===== src/rtl/gfx_pkg.sv =====
// gfx_pkg: raster timing defaults, color RAM word layout and intensity scaling shared by the video output path.
package gfx_pkg;
    localparam int H_TOTAL    = 456;
    localparam int H_ACTIVE   = 336;
    localparam int H_SYNC_ST  = 376;
    localparam int H_SYNC_LEN = 32;
    localparam int V_TOTAL    = 262;
    localparam int V_ACTIVE   = 240;
    localparam int V_SYNC_ST  = 248;
    localparam int V_SYNC_LEN = 3;
    localparam int PIPE_DLY   = 2;

    typedef struct packed {
        logic [3:0] i;
        logic [3:0] r;
        logic [3:0] g;
        logic [3:0] b;
    } cram_word_t;

    // Intensity I multiplies by I+1, so I=0 passes the raw channel through rather than going black.
    function automatic logic [7:0] scale_ch(input logic [3:0] c4, input logic [3:0] i4);
        logic [4:0] m;
        m = {1'b0, i4} + 5'd1;
        return {4'b0, c4} * {3'b0, m};
    endfunction
endpackage


===== src/rtl/video_timing.sv =====
// video_timing: pixel/line counters and raw active/sync flags derived straight from the counters.
module video_timing #(
    parameter int H_TOTAL    = 456,
    parameter int H_ACTIVE   = 336,
    parameter int H_SYNC_ST  = 376,
    parameter int H_SYNC_LEN = 32,
    parameter int V_TOTAL    = 262,
    parameter int V_ACTIVE   = 240,
    parameter int V_SYNC_ST  = 248,
    parameter int V_SYNC_LEN = 3
) (
    input  logic       clk,
    input  logic       rst_b,
    input  logic       ce_i,
    output logic [8:0] hcnt_o,
    output logic [8:0] vcnt_o,
    output logic       act_o,
    output logic       hs_o,
    output logic       vs_o
);
    logic [8:0] hcnt_q, hcnt_d, vcnt_q, vcnt_d;
    logic       h_end;

    always_comb begin
        h_end  = hcnt_q == 9'(H_TOTAL - 1);
        hcnt_d = h_end ? 9'd0 : hcnt_q + 9'd1;
        vcnt_d = !h_end ? vcnt_q : (vcnt_q == 9'(V_TOTAL - 1)) ? 9'd0 : vcnt_q + 9'd1;
        act_o  = hcnt_q < 9'(H_ACTIVE) && vcnt_q < 9'(V_ACTIVE);
        hs_o   = hcnt_q >= 9'(H_SYNC_ST) && hcnt_q < 9'(H_SYNC_ST + H_SYNC_LEN);
        vs_o   = vcnt_q >= 9'(V_SYNC_ST) && vcnt_q < 9'(V_SYNC_ST + V_SYNC_LEN);
    end

    always_ff @(posedge clk or negedge rst_b) begin
        if (!rst_b) begin
            hcnt_q <= '0;
            vcnt_q <= '0;
        end else if (ce_i) begin
            hcnt_q <= hcnt_d;
            vcnt_q <= vcnt_d;
        end
    end

    assign hcnt_o = hcnt_q;
    assign vcnt_o = vcnt_q;
endmodule


===== src/rtl/video_out.sv =====
// video_out: raster timing plus IRGB-to-RGB conversion, with timing delayed to line up with color RAM data.
module video_out #(
    parameter int H_TOTAL    = gfx_pkg::H_TOTAL,
    parameter int H_ACTIVE   = gfx_pkg::H_ACTIVE,
    parameter int H_SYNC_ST  = gfx_pkg::H_SYNC_ST,
    parameter int H_SYNC_LEN = gfx_pkg::H_SYNC_LEN,
    parameter int V_TOTAL    = gfx_pkg::V_TOTAL,
    parameter int V_ACTIVE   = gfx_pkg::V_ACTIVE,
    parameter int V_SYNC_ST  = gfx_pkg::V_SYNC_ST,
    parameter int V_SYNC_LEN = gfx_pkg::V_SYNC_LEN
) (
    input  logic        clk,
    input  logic        rst_b,
    input  logic        pix_ce,
    input  logic [15:0] D,
    output logic [8:0]  HPOS,
    output logic [8:0]  VPOS,
    output logic [7:0]  R,
    output logic [7:0]  G,
    output logic [7:0]  B,
    output logic        HSYNC_b,
    output logic        VSYNC_b,
    output logic        BLANK_b
);
    import gfx_pkg::*;

    logic                      act, hs, vs;
    logic [PIPE_DLY-1:0][2:0]  dly_q;
    logic [2:0]                tail;
    cram_word_t                w;
    logic [7:0]                r_d, g_d, b_d, r_q, g_q, b_q;
    logic                      blank_b_q, hsync_b_q, vsync_b_q;

    video_timing #(
        .H_TOTAL(H_TOTAL), .H_ACTIVE(H_ACTIVE), .H_SYNC_ST(H_SYNC_ST), .H_SYNC_LEN(H_SYNC_LEN),
        .V_TOTAL(V_TOTAL), .V_ACTIVE(V_ACTIVE), .V_SYNC_ST(V_SYNC_ST), .V_SYNC_LEN(V_SYNC_LEN)
    ) u_timing (
        .clk(clk), .rst_b(rst_b), .ce_i(pix_ce),
        .hcnt_o(HPOS), .vcnt_o(VPOS), .act_o(act), .hs_o(hs), .vs_o(vs)
    );

    // D arriving now belongs to the pixel whose flags sit in the last delay stage.
    always_comb begin
        w    = D;
        tail = dly_q[PIPE_DLY-1];
        r_d  = tail[2] ? scale_ch(w.r, w.i) : 8'd0;
        g_d  = tail[2] ? scale_ch(w.g, w.i) : 8'd0;
        b_d  = tail[2] ? scale_ch(w.b, w.i) : 8'd0;
    end

    always_ff @(posedge clk or negedge rst_b) begin
        if (!rst_b) begin
            dly_q     <= '0;
            r_q       <= '0;
            g_q       <= '0;
            b_q       <= '0;
            blank_b_q <= 1'b0;
            hsync_b_q <= 1'b1;
            vsync_b_q <= 1'b1;
        end else if (pix_ce) begin
            dly_q     <= {dly_q[PIPE_DLY-2:0], {act, hs, vs}};
            r_q       <= r_d;
            g_q       <= g_d;
            b_q       <= b_d;
            blank_b_q <= tail[2];
            hsync_b_q <= ~tail[1];
            vsync_b_q <= ~tail[0];
        end
    end

    assign R       = r_q;
    assign G       = g_q;
    assign B       = b_q;
    assign BLANK_b = blank_b_q;
    assign HSYNC_b = hsync_b_q;
    assign VSYNC_b = vsync_b_q;
endmodule


===== config.mk =====
export PLATFORM = sky130hd
export DESIGN_NAME = video_out
export DESIGN_NICKNAME = d
export VERILOG_FILES = /design/src/rtl/gfx_pkg.sv /design/src/rtl/video_timing.sv /design/src/rtl/video_out.sv
export SDC_FILE = /design/constraint.sdc
export NUM_CORES = 1
export LEC_CHECK = 0
export ABC_AREA = 1
export CORE_MARGIN = 1.5
export CORE_UTILIZATION = 36
export DETAILED_ROUTE_END_ITERATION = 7
export GPL_TIMING_DRIVEN = 0
export SYNTH_ARGS = -nofsm -noshare
export SYNTH_HDL_FRONTEND = slang
export SYNTH_SLANG_ARGS = --single-unit

===== constraint.sdc =====
create_clock -name clk -period 1.4 [get_ports clk]
set_input_delay 0.28 -clock clk [delete_from_list [all_inputs] [get_ports clk]]
set_output_delay 0.28 -clock clk [all_outputs]
set_load 0.02 [all_outputs]

# Word level (Yosys, flattened, before mapping)
# Index checks and enable logic that the tools add are counted.
# W data, S select, Z words.
dict set report op_classes {
  mux 5
  bitwise_logic 2
  n_lt_le_gt_ge 6
  addsub 3
  reduce_logical 4
  eq_ne 2
  multipliers 3
}
# cell count
set ops {}
lappend ops {{$mul A4 B5 Y8} 3}
lappend ops {{$mux W8} 3}
lappend ops {{$add A9 B1 Y9 const B} 2}
lappend ops {{$eq A9 B9 Y1 const B} 2}
lappend ops {{$lt A9 B8 Y1 const B} 2}
lappend ops {{$lt A9 B9 Y1 const B} 2}
lappend ops {{$mux W9} 2}
lappend ops {{$ge A9 B8 Y1 const B} 1}
lappend ops {{$ge A9 B9 Y1 const B} 1}
lappend ops {{$add A4 B1 Y5 const B} 1}
lappend ops {{$logic_and A1 B1 Y1} 3}
lappend ops {{$not A1 Y1} 2}
lappend ops {{$reduce_and A2 Y1} 1}
dict set report totals {
  register_bits 51
  out_inout_bits 45
  inputBits 19
  word_cells 35
}

# Logic depth before layout (Yosys ltp)
# Gate-level depths: netlist of run 1.
dict set report logic_depth {
  word_depth 3
  depth_mapped 18
  mapped_depth_nobuf 17
}

# Cells and area by module
# A second synthesis of run 1 with hierarchy kept.
dict set report unflattened {
  cells_unflattened 579
  area_unflattened_um2 4219.0
}
# mod cells_each n_inst seq_area_each_um2 area_each_um2
set modules_own_cells {}
lappend modules_own_cells {video_out 404 1 828.3 2990.4}
lappend modules_own_cells {video_timing 175 1 450.4 1228.7}

# Worst setup path after synthesis of run 1
# OpenSTA, ideal clock, no wires.
dict set report synth_timing {
  path_kind {input port to flip-flop}
  start {in D[12]}
  end {reg r_q[6] (netlist: R[6])}
  required_time_ps 1283
  arrival_time_ps 2961
  slack_ps -1679
  setup_ps 117
  n_path_buf 1
  stages 14
  cell_sequence {ha_1 > clkbuf_1 > nand2_1 > fa_1 > inv_1 > fa_1 > inv_1 > fa_1 > nor2_1 > nor2_1 > nor2_1 > o21ai_0 > nand3_1 > nand2_1}
}
dict set report synth_via {
  elab_chain_len 3
}
# item line
set synth_lines {}
lappend synth_lines {{start: declaration} video_out.sv:15} ;# input logic [15:0] D,
lappend synth_lines {{$add A4 B1 Y5} gfx_pkg.sv:23} ;# m = {1'b0, i4} + 5'd1;
lappend synth_lines {{$mul A4 B5 Y8} gfx_pkg.sv:24} ;# return {4'b0, c4} * {3'b0, m};
lappend synth_lines {{$mux W8} video_out.sv:46} ;# r_d = tail[2] ? scale_ch(w.r, w.i) : 8'd0;
lappend synth_lines {{end signal: assignment} video_out.sv:62} ;# r_q <= r_d;
lappend synth_lines {{end: declaration} video_out.sv:31} ;# logic [7:0] r_d, g_d, b_d, r_q, g_q, b_q;
# Every way passes these cells.
# A chain may end at the register's enable or synchronous reset.

# Worst setup path in the final report of run 1
dict set report layout_timing {
  start {in D[12]}
  end {reg r_q[4] (netlist: R[4])}
}
# Same word-level chain as after synthesis.

==> results of run 1 <==
==> cells by family after synthesis <==
logic type / Yosys count / share of synthesized area [%]
xor gates and xnor gates: 6 / 1.45
adders and majority gates: 57 / 20.5
DFF: 51 / 30.9
AOI/OAI and AO/OA: 51 / 7.77
buffers and inverters: 116 / 11.1
and+or+nand+nor: 283 / 28.3
==> where the power goes <==
part,internal (uW),switching [uW]
logic,1170,1540
registers,1720,229
clock network,672,601
total,3560,2380
==> worst register-to-register path, cell delays in order, from the launching register on <==
cell	delay (ps)
dfrtp_1	430
ha_4	170
and3_4	210
nand3_4	80
nor2_4	190
nand3_1	90
nand2_1	70
==> path summary, 6_finish.rpt <==
path / endpoint / startpoint / slack (ps)
max: R[4] / D[12] / -1330
min: u_timing.hcnt_o[2] / pix_ce / 390
max reg2reg: u_timing.vcnt_o[6] / u_timing.hcnt_o[1] / 90
min reg2reg: HSYNC_b / tail[1] / 420
max in group asynchronous: VSYNC_b / rst_b / 280
min in group asynchronous: R[3] / rst_b / 500
==> routing by layer <==
metal / vias up / global-route usage (%)
li1: 1943 / -
met3: 15 / 3.82
met2: 96 / 33.4
met4: 0 / 4.95
met1: 1848 / 24.6
met5: - / 0
==> sequential cells by signal (all words and copies together) (netlist names) <==
name / flops
u_timing.hcnt_o: 9
BLANK_b: 1
VSYNC_b: 1
tail: 3
HSYNC_b: 1
G: 8
B: 8
dly_q: 3
R: 8
u_timing.vcnt_o: 9
==> area by class of cell <==
| type | count | area share [%] |
|---|---|---|
| Buffer | 10 | 1.31 |
| Clock buffer | 6 | 2.21 |
| Clock inverter | 2 | 0.300 |
| Inverter | 106 | 7.20 |
| Multi-Input combinational cell | 397 | 49.6 |
| Sequential cell | 51 | 22.0 |
| Tap cell | 140 | 3.00 |
| Timing Repair Buffer | 90 | 14.3 |
==> synthesized netlist by cell type (all sizes together), types with 2 or more instances <==
library cell,number,share of area (%)
a21oi,7,0.85
a22o,8,1.7
a32o,3,0.73
buf,5,0.73
clkbuf,5,0.70
dfrtp,49,30
dfstp,2,1.3
fa,18,8.7
ha,39,12
inv,106,9.7
nand2,179,16
nand3,27,3.5
nand4,7,1.2
nor2,64,6.5
nor3,5,0.60
o2111ai,2,0.42
o21ai,25,3.0
o21bai,3,0.54
o31ai,2,0.36
xor2,5,1.2
==> through the flow <==
step                TNS, ps  hold WS (ps)  instances
detailed placement   -36590           304        767
CTS                  -19450           385        791
finish               -19300           387        802
global route         -20950           417        802
floorplan            -19680         -15.6        564
global placement    -117550           421        766
==> timing repair <==
action,4_1_cts,5_1_grt
resized for setup,131,81
hold endpoints to repair,21,0
pin swaps,34,39
gates cloned,0,0
endpoints found under the setup margin,72,41
buffers inserted,15,15
hold buffers,1,0
==> results.json, run 1 <==
{
  "ff_latch_area_sq_um": 1290,
  "timing.critical_path.slowest_cell_delay_ps": 550,
  "globalRouteOverflowTotal": 0,
  "cts_buffers": 5,
  "core_area_sq_um": 11000,
  "critical_path_required_ps": 1590,
  "grt_setup_unrepaired": "true",
  "tightest_slew_ps": 555,
  "fp-row-count": 38,
  "route.vias.total": 3902,
  "crit_path_top_delay_cell": "fa_1",
  "final-hold-violation-count": 0,
  "power.total_uw": 5930,
  "clkSinkCount": 51,
  "fin_worst_skew_ps": 10.5,
  "top_layer_used": "met4",
  "synth.yosys.seq_area_share_pct": 30.9,
  "mappedNetlistNets": 640,
  "critical-path-top-delay-family": "adder cells",
  "cap_violations": 0,
  "outcome": "finished with violations",
  "synth.ff_latch_count": 51,
  "crit_type": "primary input to register",
  "critical_path_buf_inv_count": 4,
  "drcViolationCount": 0,
  "max_freq_mhz": 366,
  "synth_cell_types": 33,
  "yosys_warnings": 0,
  "violations": "negative setup slack",
  "crit_path_max_fanout": 3,
  "initial_core_utilization_pct": 37.5,
  "grt_max_degree": 31,
  "post-dp-hpwl_mm": 8.03,
  "multiInputGateArea_sq_um": 2900,
  "drt_wl_total_mm": 11.2,
  "floorplan.io_pins": 64,
  "gpl.final_weighted_congestion": 0.916,
  "worst_slew_margin_rel_pct": 63.0,
  "endpoint_kind": "register",
  "viasPerCell": 4.87,
  "power_per_cell_area_nw_per_um2": 1020,
  "clock_tree_from_tritoncts": "yes",
  "global_route_wire_length_before_repair_mm": 18.3,
  "synth_enable_flop_cells": 0,
  "drive_above_1_share_pct": 24.9,
  "timing.final.ws_setup_ps": -1330,
  "die_w_um": 110,
  "route.met2.wl_mm": 5.56,
  "clk_root_buffer_cell": "clkbuf_16",
  "fin_crit_ps": 2730,
  "fill_cells": 1041,
  "layout.cell_area.non_filler_sq_um": 5840,
  "antennaDiodeCount": 0,
  "grt_antenna_before_repair": 0,
  "die_area_sq_um": 12100,
  "instance_count_of_the_mapped_netlist": 564,
  "number_of_levels_in_the_clock_h_tree": 2,
  "avgRoutedWirePerCell_um": 14.0,
  "cp_data_arrival_time_ps": 2920,
  "ir_drop_mv": 0.844,
  "critical_path_startpoint_category": "primary input",
  "final_util_pct": 52.9,
  "mostFrequentLayoutCell": "nand2_1",
  "cp.depth": 13,
  "final_max_slew_viol_count": 0,
  "syn_to_layout_area_delta_pct": 41.1,
  "synth-async-reset-ratio_pct": 100,
  "drt_iter0_markers": 185,
  "detailroute.wirelength.met3_um": 531,
  "mostFrequentLayoutCells": "nand2_1 (161), inv_1 (81), dfrtp_1 (43), nor2_1 (43), dlygate4sd2_1 (39)",
  "ys.flop_type": "dfrtp_1",
  "max-clock-path-buffers": 2,
  "min_delay_path_depth": 5,
  "kind_of_path_behind_the_tightest_hold_check": "primary input to register",
  "fin_nets": 737,
  "timing.reg2reg.worst_path_depth": 6,
  "port_buffers": 62,
  "worstPathCellList": "buf_8 > ha_4 > xor2_4 > nand2_2 > fa_1 > inv_2 > fa_1 > inv_2 > fa_2 > nor2_4 > buf_4 > nor2_1 > a22o_1",
  "post_dp_cell_area_sq_um": 5080,
  "clk_pin_slew_worst_paths_ps": 70,
  "die_h_um": 110,
  "dr.pass1.iters": 4,
  "grt_util_all_layers_pct": 19.3,
  "final_antenna_net_count": 0,
  "clk-insertion-delay-late_ps": 300,
  "wl_met1_mm": 4.97,
  "pre_cts_ws_ps": -2290,
  "first_global_vias": 3929,
  "synthesis.area_sq_um": 4140,
  "synth_area_per_cell_sq_um": 7.33,
  "power.leakage_uw": 0.00307,
  "setup_viol": 18,
  "final_min_period_over_clock_period_pct": 195
}
No activity file was read; power rests on OpenSTA's default activity.
==> inputs of run 2 (changes only) <==
--- a/config.mk
+++ b/config.mk
@@ -7,9 +7,10 @@
 export LEC_CHECK = 0
 export ABC_AREA = 1
 export CORE_MARGIN = 1.5
-export CORE_UTILIZATION = 36
+export CORE_UTILIZATION = 45
 export DETAILED_ROUTE_END_ITERATION = 7
 export GPL_TIMING_DRIVEN = 0
+export PLACE_DENSITY = 0.69
 export SYNTH_ARGS = -nofsm -noshare
 export SYNTH_HDL_FRONTEND = slang
 export SYNTH_SLANG_ARGS = --single-unit
==> run 2 against run 1 <==
Against the previous run: the run ends with design-rule violations, negative setup slack left; combinational power shrank 4%; core utilization up 12 points; register-to-register slack about the same; clock power down 27%; sequential power is essentially flat; critical path depth rose by 6; routed wire length shrank 3.3%; flip-flop and latch count is the same; sequential share of layout area up 0.57 points; design area fell by 2.5%; critical path type unchanged; critical endpoint is now G[7]; largest cell class unchanged; largest power group unchanged.
==> results.json, run 2 (synthesis gave the netlist of run 1 again) <==
{
  "gpl.final_weighted_congestion": 0.891,
  "worstPathCellList": "buf_8 > ha_4 > xor2_4 > buf_6 > clkinv_8 > nor2_4 > fa_1 > inv_1 > fa_1 > inv_2 > ha_4 > nand2_1 > nand2_1 > nand2_1 > nand2_1 > nor2_1 > nand2_1 > nand3_2 > nand2_1",
  "final_min_period_over_clock_period_pct": 193,
  "dr.pass1.iters": 7,
  "viasPerCell": 5.07,
  "final_util_pct": 64.6,
  "critical_path_startpoint_category": "primary input",
  "die_h_um": 98.9,
  "clkSinkCount": 51,
  "whs_ps": 369,
  "clk_root_buffer_cell": "clkbuf_8",
  "fin_crit_ps": 2700,
  "power.leakage_uw": 0.00304,
  "avgRoutedWirePerCell_um": 14.0,
  "route.vias.total": 3916,
  "fin_worst_skew_ps": 4.65,
  "final_max_slew_viol_count": 0,
  "post-dp-hpwl_mm": 7.74,
  "die_w_um": 98.9,
  "floorplan.io_pins": 64,
  "crit_type": "primary input to register",
  "ir_drop_mv": 0.710,
  "worst_path_most_repeated_cell": "nand2_1",
  "initial_core_utilization_pct": 47.0,
  "cp_data_arrival_time_ps": 2900,
  "first_global_vias": 3866,
  "clock_tree_from_tritoncts": "yes",
  "syn_to_layout_area_delta_pct": 37.5,
  "outcome": "finished with violations",
  "critical_path_required_ps": 1600,
  "cap_violations": 0,
  "timing.critical_path.slowest_cell_delay_ps": 440,
  "kind_of_path_behind_the_tightest_hold_check": "primary input to register",
  "mostFrequentLayoutCell": "nand2_1",
  "final-hold-violation-count": 0,
  "crit_path_max_fanout": 6,
  "max-clock-path-buffers": 2,
  "fin_nets": 740,
  "timing.final.ws_setup_ps": -1300,
  "drt_wl_total_mm": 10.8,
  "number_of_levels_in_the_clock_h_tree": 2,
  "port_buffers": 62,
  "die_area_sq_um": 9780,
  "cts_buffers": 5,
  "drive_above_1_share_pct": 25.0,
  "grt_antenna_before_repair": 0,
  "grt_setup_unrepaired": "true",
  "mostFrequentLayoutCells": "nand2_1 (159), inv_1 (84), dfrtp_1 (43), nor2_1 (43), dlygate4sd2_1 (36)",
  "violations": "design-rule violations, negative setup slack",
  "setup_viol": 18,
  "global_route_wire_length_before_repair_mm": 17.6,
  "clk-insertion-delay-late_ps": 300,
  "core_area_sq_um": 8810,
  "final_antenna_net_count": 0,
  "crit_path_top_delay_cell": "fa_1",
  "drt_iter0_markers": 163,
  "globalRouteOverflowTotal": 0,
  "power_per_cell_area_nw_per_um2": 963,
  "fp-row-count": 34,
  "endpoint_kind": "register",
  "tightest_slew_ps": 538,
  "antennaDiodeCount": 0,
  "max_freq_mhz": 371,
  "grt_max_degree": 30,
  "clk_pin_slew_worst_paths_ps": 90,
  "grt_util_all_layers_pct": 22.0,
  "worst_slew_margin_rel_pct": 64.1,
  "drcViolationCount": 5
}
run 2: cell count changes in the layout (fill, tap and decap cells not counted), moves of 3 or more:
cell,previous run,this run
dlygate4sd2_1,39,36
inv_2,21,16
clkbuf_8,1,8
clkbuf_16,5,0
o21ai_2,5,1
buf_4,19,23
nor2_4,13,9
o21ai_1,13,17
clkbuf_2,2,6
nor2_2,8,12
inv_1,81,84
dlymetal6s2s_1,5,2
run 2: layout make-up:
type                            count  area, sq um
Sequential cell                    51         1290
Inverter                          106          425
Timing Repair inverter              1         5.00
Buffer                             10         76.3
Timing Repair Buffer               91          797
Tap cell                          108          135
Fill cell                         784         3120
Multi-Input combinational cell    398         2860
Clock buffer                        8          100
run 2: report_power, final:
part,switching (uW),leakage [uW],total (uW),internal (uW)
combinational,1510,0.00234,2610,1100
sequential,226,0.000649,1940,1720
clock,472,0.0000515,924,452
total,2200,0.00304,5480,3270
run 2: worst paths after layout:
path                                     from            endpoint  slack [ps]  depth (start not counted)
max in group asynchronous               rst_b             HSYNC_b         300                          3
min                                    pix_ce  u_timing.vcnt_o[4]         370                          3
min in group asynchronous               rst_b  u_timing.vcnt_o[8]         480                          2
min reg2reg                           tail[1]             HSYNC_b         430                          1
max                                     D[12]                G[7]       -1300                         19
max reg2reg                u_timing.hcnt_o[0]  u_timing.vcnt_o[7]          80                          6
run 2: critical path, delay by kind of cell:
family        cells  cell delay [ps]
buf+inv           5              500
simple gates      9              630
fa+ha+maj         4             1240
xor+xnor          1              230
run 2: repair_timing:
action,CTS,global route
hold endpoints to repair,22,0
cloned,0,2
setup endpoints to repair,73,47
hold buffers,1,0
setup buffers,16,14
pin swaps,36,35
gates resized for setup,124,81
run 2: metal layers:
metal,wire length [um],vias to the layer above,track usage (%)
li1,-,1948,-
met1,4770,1867,29.0
met2,5480,83,38.4
met3,431,18,3.05
met4,165,0,5.38
met5,0,-,0
run 2: metrics by stage:
step                setup WS, ps  area, sq um  std cells  setup TNS (ps)  total power, uW
detailed placement         -2280         5040        735          -36300             4260
finish                     -1300         5690        773          -19190             5480
CTS                        -1350         5360        759          -19720             5220
floorplan                  -1310         4270        564          -19680             3370
global route               -1410         5690        773          -20780             5870
global placement           -2250         5020        734         -112710             4220
